==> config.mk <==
export PLATFORM = sky130hd
export DESIGN_NAME = adma_as_atx_split
export DESIGN_NICKNAME = d
export VERILOG_FILES = /design/src/rtl/adma_as_atx_split.sv
export SDC_FILE = /design/constraint.sdc
export NUM_CORES = 1
export LEC_CHECK = 0
export CORE_UTILIZATION = 56
export CTS_CLUSTER_DIAMETER = 120
export DETAILED_ROUTE_END_ITERATION = 10
export PLACE_DENSITY = 0.81
export SETUP_SLACK_MARGIN = 0.3
export SLEW_MARGIN = 0
export SYNTH_ARGS = -nofsm -noshare
export SYNTH_HDL_FRONTEND = slang
export SYNTH_SLANG_ARGS = --single-unit
==> constraint.sdc <==
create_clock -name clk -period 4.8 [get_ports clk]
set_input_delay 0.72 -clock clk [delete_from_list [all_inputs] [get_ports clk]]
set_output_delay 0.72 -clock clk [all_outputs]
set_load 0.01 [all_outputs]
==> src/rtl/adma_as_atx_split.sv <==
// Splits one DMA descriptor into AXI address transactions capped at MAX_BURST beats
// that never cross a 4 KB page. Define ADMA_ATX_OUTSTD_LIMIT_EN to throttle on outstanding ATXs.
module adma_as_atx_split #(
   parameter int ADDR_W       = 32,
   parameter int DMA_LENGTH_W = 16,
   parameter int DATA_W       = 32,
   parameter int MAX_BURST    = 16,
   parameter int MAX_OUTSTD   = 2
) (
   input  logic                    clk,
   input  logic                    rst_n,
   input  logic                    tx_vld_i,
   output logic                    tx_rdy_o,
   input  logic [ADDR_W-1:0]       tx_addr_i,
   input  logic [DMA_LENGTH_W-1:0] tx_len_i,
   output logic                    atx_vld_o,
   input  logic                    atx_rdy_i,
   output logic [ADDR_W-1:0]       atx_addr_o,
   output logic [7:0]              atx_len_o,
   output logic                    atx_start,
   output logic                    atx_start_last,
   input  logic                    atx_done
);

   localparam int BPB     = DATA_W / 8;
   localparam int LOG_BPB = $clog2(BPB);
   localparam int REM_W   = DMA_LENGTH_W + 1;
   localparam int CMP_W   = (REM_W > 13) ? REM_W : 13;
   localparam logic [CMP_W-1:0] MAX_BURST_C = CMP_W'(MAX_BURST);

   typedef enum logic [1:0] {ST_IDLE, ST_CALC, ST_ISSUE} state_e;

   state_e             state_q, state_d;
   logic [ADDR_W-1:0]  cur_addr_q, cur_addr_d;
   logic [REM_W-1:0]   rem_q, rem_d;
   logic [CMP_W-1:0]   beats_q, beats_d;
   logic               last_q, last_d;
   logic               tx_rdy_q, tx_rdy_d;
   logic               atx_vld_q, atx_vld_d;
   logic [ADDR_W-1:0]  atx_addr_q, atx_addr_d;
   logic [7:0]         atx_len_q, atx_len_d;

   logic [12:0]        page_room;
   logic [CMP_W-1:0]   bnd_c, rem_ext, beats_c;
   logic               handshake;
   logic               throttle_ok;

   // Valid/ready: a transfer happens on a cycle where both are high; once atx_vld_o
   // rises it is held, with address/len/last stable, until atx_rdy_i accepts it.
   assign handshake = atx_vld_q & atx_rdy_i;

   // Beats left before the next 4 KB page boundary.
   assign page_room = 13'd4096 - {1'b0, cur_addr_q[11:0]};
   assign bnd_c     = CMP_W'(page_room >> LOG_BPB);
   assign rem_ext   = CMP_W'(rem_q);

   always_comb begin
      beats_c = rem_ext;
      if (MAX_BURST_C < beats_c) beats_c = MAX_BURST_C;
      if (bnd_c < beats_c)       beats_c = bnd_c;
   end

`ifdef ADMA_ATX_OUTSTD_LIMIT_EN
   localparam int OUT_W = $clog2(MAX_OUTSTD + 1);
   logic [OUT_W-1:0] outstd_q, outstd_d;

   always_comb begin
      outstd_d = outstd_q;
      if (handshake && !atx_done)
         outstd_d = outstd_q + OUT_W'(1);
      else if (atx_done && !handshake && (outstd_q != '0))
         outstd_d = outstd_q - OUT_W'(1);
   end

   // Using the next count lets a done pulse release a throttled ATX one cycle later.
   assign throttle_ok = (outstd_d < OUT_W'(MAX_OUTSTD));

   always_ff @(posedge clk or negedge rst_n) begin
      if (!rst_n) outstd_q <= '0;
      else        outstd_q <= outstd_d;
   end
`else
   localparam int unused_max_outstd = MAX_OUTSTD;
   logic unused_done;
   assign unused_done = atx_done;
   assign throttle_ok = 1'b1;
`endif

   always_comb begin
      state_d    = state_q;
      cur_addr_d = cur_addr_q;
      rem_d      = rem_q;
      beats_d    = beats_q;
      last_d     = last_q;
      atx_addr_d = atx_addr_q;
      atx_len_d  = atx_len_q;
      case (state_q)
         ST_IDLE: begin
            if (tx_vld_i && tx_rdy_q) begin
               cur_addr_d = tx_addr_i & ~ADDR_W'(BPB - 1);
               rem_d      = REM_W'(tx_len_i) + REM_W'(1);
               state_d    = ST_CALC;
            end
         end
         ST_CALC: begin
            atx_addr_d = cur_addr_q;
            atx_len_d  = beats_c[7:0] - 8'd1;
            beats_d    = beats_c;
            last_d     = (beats_c == rem_ext);
            state_d    = ST_ISSUE;
         end
         ST_ISSUE: begin
            if (handshake) begin
               cur_addr_d = cur_addr_q + (ADDR_W'(beats_q) << LOG_BPB);
               rem_d      = rem_q - REM_W'(beats_q);
               state_d    = last_q ? ST_IDLE : ST_CALC;
            end
         end
         default: state_d = ST_IDLE;
      endcase
      tx_rdy_d  = (state_d == ST_IDLE);
      atx_vld_d = (state_d == ST_ISSUE) && (atx_vld_q || throttle_ok);
   end

   always_ff @(posedge clk or negedge rst_n) begin
      if (!rst_n) begin
         state_q    <= ST_IDLE;
         cur_addr_q <= '0;
         rem_q      <= '0;
         beats_q    <= '0;
         last_q     <= 1'b0;
         tx_rdy_q   <= 1'b0;
         atx_vld_q  <= 1'b0;
         atx_addr_q <= '0;
         atx_len_q  <= '0;
      end else begin
         state_q    <= state_d;
         cur_addr_q <= cur_addr_d;
         rem_q      <= rem_d;
         beats_q    <= beats_d;
         last_q     <= last_d;
         tx_rdy_q   <= tx_rdy_d;
         atx_vld_q  <= atx_vld_d;
         atx_addr_q <= atx_addr_d;
         atx_len_q  <= atx_len_d;
      end
   end

   assign tx_rdy_o       = tx_rdy_q;
   assign atx_vld_o      = atx_vld_q;
   assign atx_addr_o     = atx_addr_q;
   assign atx_len_o      = atx_len_q;
   assign atx_start      = handshake;
   assign atx_start_last = last_q & atx_vld_q;

endmodule

==> qor.csv, run 1 <==
metric,value,unit
status,finished clean,
overflow,0,
dpl.cell_count,1112,
dr_total_vias,6580,
fin_crit,4.14,ns
root_buffer,clkbuf_16,
dieArea,0.0134,mm2
synthCells,878,
cp.arrival,4.35,ns
synth_edf_count,0,
htree_levels,3,
fin_nets,1053,
area_growth,19.1,%
power.density,734,mW/mm2
start_util,57.3,%
fin_skew,0.00977,ns
drt_iter0_drc,569,
die_h,116,um
crit_path_top_delay_cell,dfrtp_1,
yosys_most_used_dff,dfrtp_1,
critPathBufInv,1,
firstDrtPassIters,9,
synth_area_per_cell,8.23,um2
viasPerCell,5.84,
worst_pin_slew,0.997,ns
min_path_type,reg2reg,
post_cts_resized,0,
cts_tree,yes,
drc,0,
path_cells,inv_1 > ha_1 > nor4b_4 > xnor2_1 > ha_1 > and4_1 > and2_1 > a31oi_1 > and3_1 > nand2_1 > o21a_1 > ha_1 > o21ai_1 > xnor2_1 > o21ai_1,
timing.fmax,242,MHz
ant_nets,0,
crit_path_end_kind,flop,
clkTransAtPathRegs,0.07,ns
relSlewSlack,33.5,%
antenna_found_initial,0,
gp_congestion,0.937,
antenna_cells,0,
ios,97,
dieWidth,116,um
cts_buffers,9,
coreArea,0.0126,mm2
numClockSinks,107,
async_flop_share,100,%
critPathLaunchType,flop,
ys_seq_area_share,37.0,%
stdcell_count,1127,
synth_seq_cells,107,
clk-insertion-delay-late,0.35,ns
setup_viol,0,
hold_violations,0,
timing.setup.tns,0,ns
grt_pass1_vias,6000,
p_leak,3.75,nW
yosysUniqueCellTypes,70,
grt_max_degree,81,
finalMaxSlewViolations,0,
dp.final_hpwl,13000,um
grt_usage,28.1,%
cpPeakStageDelay,0.58,ns
grt_pass1_wl,29500,um
fin_util,68.2,%
cp_top_family,simple AND/OR/NAND/NOR gates,
routed_wl,18000,um
worstSetupPathType,reg2reg,
drive_gt1_share,4.40,%
ys_warn_count,0,
crit_top_cell,ha_1,
fin_hold_ws,0.476,ns
wl_per_cell,16.0,um
crit_fanout,13,
crit_required,5.02,ns
port_buffers,91,
rows,41,
ir_worst_vdd,0.295,mV
rsz0062_at_grt,no,
fin_crit_sh,86.2,%
cap_violations,0,
hold_buffers,0,
cts_buffer_depth,2,
cts_setup_buffers,0,
synth_area,0.00723,mm2
[cells by family (layout without fill, tap and decap cells)]
kind of cell	after synthesis	after routing	share of synthesized area [%]
buffers and inverters	71	142	3.95
AOI/OAI and AO/OA	228	228	20.5
and+or+nand+nor	369	369	23.3
muxes	4	4	0.571
adders and majority gates	49	49	8.69
other	2	8	0.104
xor gates and xnor gates	48	48	5.82
DFF	107	107	37.0
[through the flow]
| step | setup slack, ns | cell area, um2 | power (mW) |
|---|---|---|---|
| finish | 0.664 | 8610 | 6.32 |
| floorplan | 1.25 | 7250 | 4.36 |
| detailed placement | 0.817 | 8280 | 5.42 |
| global route | 0.464 | 8610 | 6.86 |
| CTS | 0.778 | 8610 | 6.29 |
| global placement | 0.897 | 8280 | 5.31 |
[per-layer routing]
layer | share of wire [%] | vias up | global-route usage, %
met5 | 0 | - | 0
met4 | 2.3 | 0 | 9.52
met3 | 5.1 | 35 | 2.14
met2 | 47 | 235 | 45.2
met1 | 46 | 3064 | 40.3
li1 | - | 3246 | -
[registers in the layout (all words and copies together) (netlist names)]
name / count
last_q: 1
tx_rdy_o: 1
state_q: 2
atx_vld_o: 1
rem_ext: 17
cur_addr_q: 30
atx_len_o: 8
beats_q: 17
atx_addr_o: 30
[power breakdown]
group	internal [mW]	total (mW)	switching [mW]
clock network	0.473	0.817	0.345
registers	1.31	1.75	0.444
logic	1.62	3.75	2.13
total	3.39	6.32	2.92
[layout by cell type, fill, tap and decap left out, types with 4 or more instances in the layout]
cell / instances
dfrtp_1: 107
ha_1: 47
a211o_1: 4
o21ai_1: 24
a31oi_1: 13
nor3_1: 10
and2_1: 6
a21o_1: 9
o311ai_1: 7
nand3_1: 26
and3_1: 8
nor2b_1: 6
a22oi_1: 4
xor2_1: 24
o22ai_1: 14
o21a_1: 12
nor2_1: 74
and4_1: 4
o21ai_0: 43
clkdlybuf4s50_1: 90
buf_4: 9
inv_1: 27
or3_1: 6
a21oi_1: 49
o31ai_1: 5
xnor2_1: 24
nand2_1: 189
clkbuf_16: 9
a211oi_1: 8
a2bb2oi_1: 6
nand2b_1: 7
conb_1: 8
nand4_1: 12
o211ai_1: 5
[synthesized netlist by cell type, types with 4 or more instances]
cell type / number / area (um2)
a211o_1: 4 / 35.0
a211oi_1: 8 / 60.1
a21o_1: 9 / 67.6
a21oi_1: 50 / 250
a22oi_1: 4 / 30.0
a2bb2oi_1: 6 / 52.6
a31oi_1: 13 / 81.3
and2_1: 6 / 37.5
and3_1: 8 / 50.1
and4_1: 4 / 35.0
buf_1: 4 / 15.0
clkbuf_1: 33 / 124
dfrtp_1: 107 / 2680
ha_1: 47 / 588
inv_1: 27 / 101
nand2_1: 189 / 709
nand2b_1: 8 / 50.1
nand3_1: 26 / 130
nand4_1: 12 / 75.1
nor2_1: 74 / 278
nor2b_1: 8 / 50.1
nor3_1: 10 / 50.1
o211ai_1: 5 / 37.5
o21a_1: 12 / 90.1
o21ai_0: 43 / 215
o21ai_1: 24 / 120
o22ai_1: 14 / 87.6
o311ai_1: 7 / 61.3
o31ai_1: 5 / 37.5
or3_1: 6 / 37.5
xnor2_1: 24 / 210
xor2_1: 24 / 210
[path summary, 6_finish.rpt]
path / from / end / slack (ns) / cells past startpoint
worst min register to register: atx_addr_o[14] / atx_addr_o[14] / 0.48 / 2
worst max register to register: cur_addr_q[2] / atx_len_o[6] / 0.66 / 15
worst min-delay path: atx_addr_o[14] / atx_addr_o[14] / 0.48 / 2
max in group asynchronous: rst_n / cur_addr_q[5] / 3.34 / 2
min in group asynchronous: rst_n / atx_addr_o[22] / 0.53 / 1
worst max-delay path: cur_addr_q[2] / atx_len_o[6] / 0.66 / 15
[worst reg2reg max path: cells and delay by family, from the launching register on]
| kind | cells | cell delay (ns) |
|---|---|---|
| compound gates | 4 | 0.52 |
| buf+inv | 1 | 0.24 |
| fa+ha+maj | 3 | 0.86 |
| simple gates | 5 | 1.21 |
| flops | 1 | 0.58 |
| xor+xnor | 2 | 0.59 |
[final cells by class]
cell class,count,area [um2]
Inverter,28,105
Sequential cell,107,2680
Multi-Input combinational cell,706,4320
Timing Repair Buffer,99,968
Tap cell,172,215
Fill cell,1038,4010
Clock inverter,5,86.3
Clock buffer,10,239
No activity file was read; power rests on OpenSTA's default activity.
==> run 2, diff against run 1 <==
Settings changed: DONT_BUFFER_PORTS set to 1, GPL_TIMING_DRIVEN set to 0, PLACE_DENSITY 0.81 to 0.71.
==> qor.csv, run 2 (synthesis gave the netlist of run 1 again) <==
metric,value,unit,change
p_leak,3.42,nW,-8.8%
path_cells,inv_1 > ha_1 > nor4b_4 > xnor2_1 > ha_1 > and4_1 > and2_1 > a31oi_1 > nand3_1 > buf_2 > a31oi_1 > ha_1 > o21ai_1 > xnor2_1 > o21ai_1,,
drt_iter0_drc,732,,+29%
ir_worst_vdd,0.383,mV,+30%
die_h,116,um,unchanged
numClockSinks,107,,unchanged
dieWidth,116,um,unchanged
antenna_cells,0,,unchanged
finalMaxSlewViolations,0,,unchanged
viasPerCell,6.24,,+7.0%
rsz0062_at_grt,no,,
status,finished clean,,
drive_gt1_share,4.11,%,-0.29 points
reg2reg_slack,0.60,ns,-0.07 ns
htree_levels,3,,unchanged
port_buffers,0,,-100%
final_common_cell,nand2_1,,
post_cts_resized,0,,unchanged
critPathLaunchType,flop,,
grt_max_degree,108,,+33%
cap_violations,0,,unchanged
wl_per_cell,20.2,um,+26%
ios,97,,unchanged
crit_top_cell,ha_1,,
hold_violations,0,,unchanged
cp_top_family,adder cells,,
layout_common_cells,"nand2_1 (189), dfrtp_1 (107), nor2_1 (73)",,
cts_setup_buffers,0,,unchanged
grt_pass1_wl,33300,um,+13%
grt_usage,33.4,%,+5.3 points
overflow,0,,unchanged
hold_buffers,0,,unchanged
fin_skew,0.0105,ns,+0.000737 ns
relSlewSlack,38.6,%,+5.1 points
cp.arrival,4.44,ns,+0.09 ns
gp_congestion,0.939,,+0.21%
fin_crit,4.20,ns,+0.0680 ns
root_buffer,clkbuf_16,,
rows,41,,unchanged
critPathBufInv,2,,+1
timing.setup.tns,0,ns,unchanged
cpPeakStageDelay,0.60,ns,+0.02 ns
dp.final_hpwl,16300,um,+25%
cts_tree,yes,,
setup_viol,0,,unchanged
firstDrtPassIters,6,,-3
grt_pass1_vias,6161,,+2.7%
worstSetupPathType,reg2reg,,
ant_nets,0,,unchanged
coreArea,0.0126,mm2,unchanged
fin_crit_sh,87.6,%,+1.4 points
ff_latch_area,0.00268,mm2,unchanged
multi_input_area,0.00429,mm2,-0.61%
worst_pin_slew,0.921,ns,-0.0766 ns
drc,0,,unchanged
start_util,57.3,%,unchanged
antenna_found_initial,0,,unchanged
cts_buffer_depth,2,,unchanged
finalPower,6.17,mW,-2.3%
clk-insertion-delay-late,0.36,ns,about the same
routed_wl,21600,um,+20%
timing.fmax,238,MHz,-1.6%
crit_path_top_delay_cell,dfrtp_1,,
clkTransAtPathRegs,0.08,ns,about the same
crit_path_end_kind,flop,,
dieArea,0.0134,mm2,unchanged
min_path_type,in2async,,
area_growth,7.44,%,
power.density,795,mW/mm2,+8.3%
crit_required,5.04,ns,+0.02 ns
cts_buffers,9,,unchanged
dr_total_vias,6694,,+1.7%
fin_nets,997,,-5.3%
fillers,1153,,+11%
crit_fanout,10,,-3
## run 2: changes by cell type in the layout (fill, tap and decap cells not counted), sizes merged
cell | previous run | this run
buf | 9 | 10
clkinv | 0 | 2
clkdlybuf4s50 | 90 | 0
inv | 29 | 30
bufinv | 2 | 0
clkinvlp | 2 | 1
clkbuf | 10 | 44
## run 2: worst register-to-register path, cell delays in order, from the launching register on
cell and delay (ns):
dfrtp_1 0.60, inv_1 0.25, ha_1 0.28, nor4b_4 0.14, xnor2_1 0.49, ha_1 0.34
and4_1 0.24, and2_1 0.16, a31oi_1 0.18, nand3_1 0.24, buf_2 0.28, a31oi_1 0.28
ha_1 0.28, o21ai_1 0.11, xnor2_1 0.14, o21ai_1 0.07
## run 2: layer usage
metal	part of all wire, %	vias up	global-route usage [%]	routed length, um
met5	0	-	0	0
met4	2.4	0	11.7	519
met3	7.7	40	5.07	1660
met2	45	316	52.5	9690
met1	45	3198	46.8	9730
li1	-	3140	-	-
## run 2: area by class of cell
cell class                 count  share of cell area, %
buffer                        43                   2.32
clock buffer                  11                   3.25
clock inverter                 5                  0.580
inverter                      28                   1.35
multi-input combinational    706                   55.2
sequential                   107                   34.5
tap                          172                   2.77
## run 2: power breakdown
group          internal [mW]  leakage (nW)  switching, mW  total, mW
Sequential              1.31          1.31          0.533       1.84
Combinational           1.36          1.96           2.22       3.58
Clock                  0.389         0.144          0.368      0.757
## run 2: final timing paths
path / start / end / cells after the start
min reg2reg: cur_addr_q[18] / atx_addr_o[18] / 2
min: rst_n / atx_len_o[0] / 0
min in group clk: tx_addr_i[30] / cur_addr_q[30] / 2
max: cur_addr_q[2] / atx_len_o[6] / 15
max reg2reg: cur_addr_q[2] / atx_len_o[6] / 15
max in group asynchronous: rst_n / cur_addr_q[2] / 0
## run 2: metrics by stage
stage | hold WS, ns | instance area, um2 | setup slack (ns) | util, % | cells
finish | 0.0487 | 7760 | 0.596 | 61.5 | 1072
global route | 0.0381 | 7760 | 0.412 | 61.5 | 1072
CTS | 0.0424 | 7760 | 0.612 | 61.5 | 1072
detailed placement | 0.426 | 7460 | 0.622 | 59.2 | 1056
global placement | 0.426 | 7460 | 0.643 | 59.2 | 1056
floorplan | 0.424 | 7250 | 1.25 | - | 884
==> run 3, diff against run 2 <==
Settings changed: SLEW_MARGIN 0 to 40.
==> results of run 3 <==
The final DEF is identical to that of run 2; final timing and power are the same.
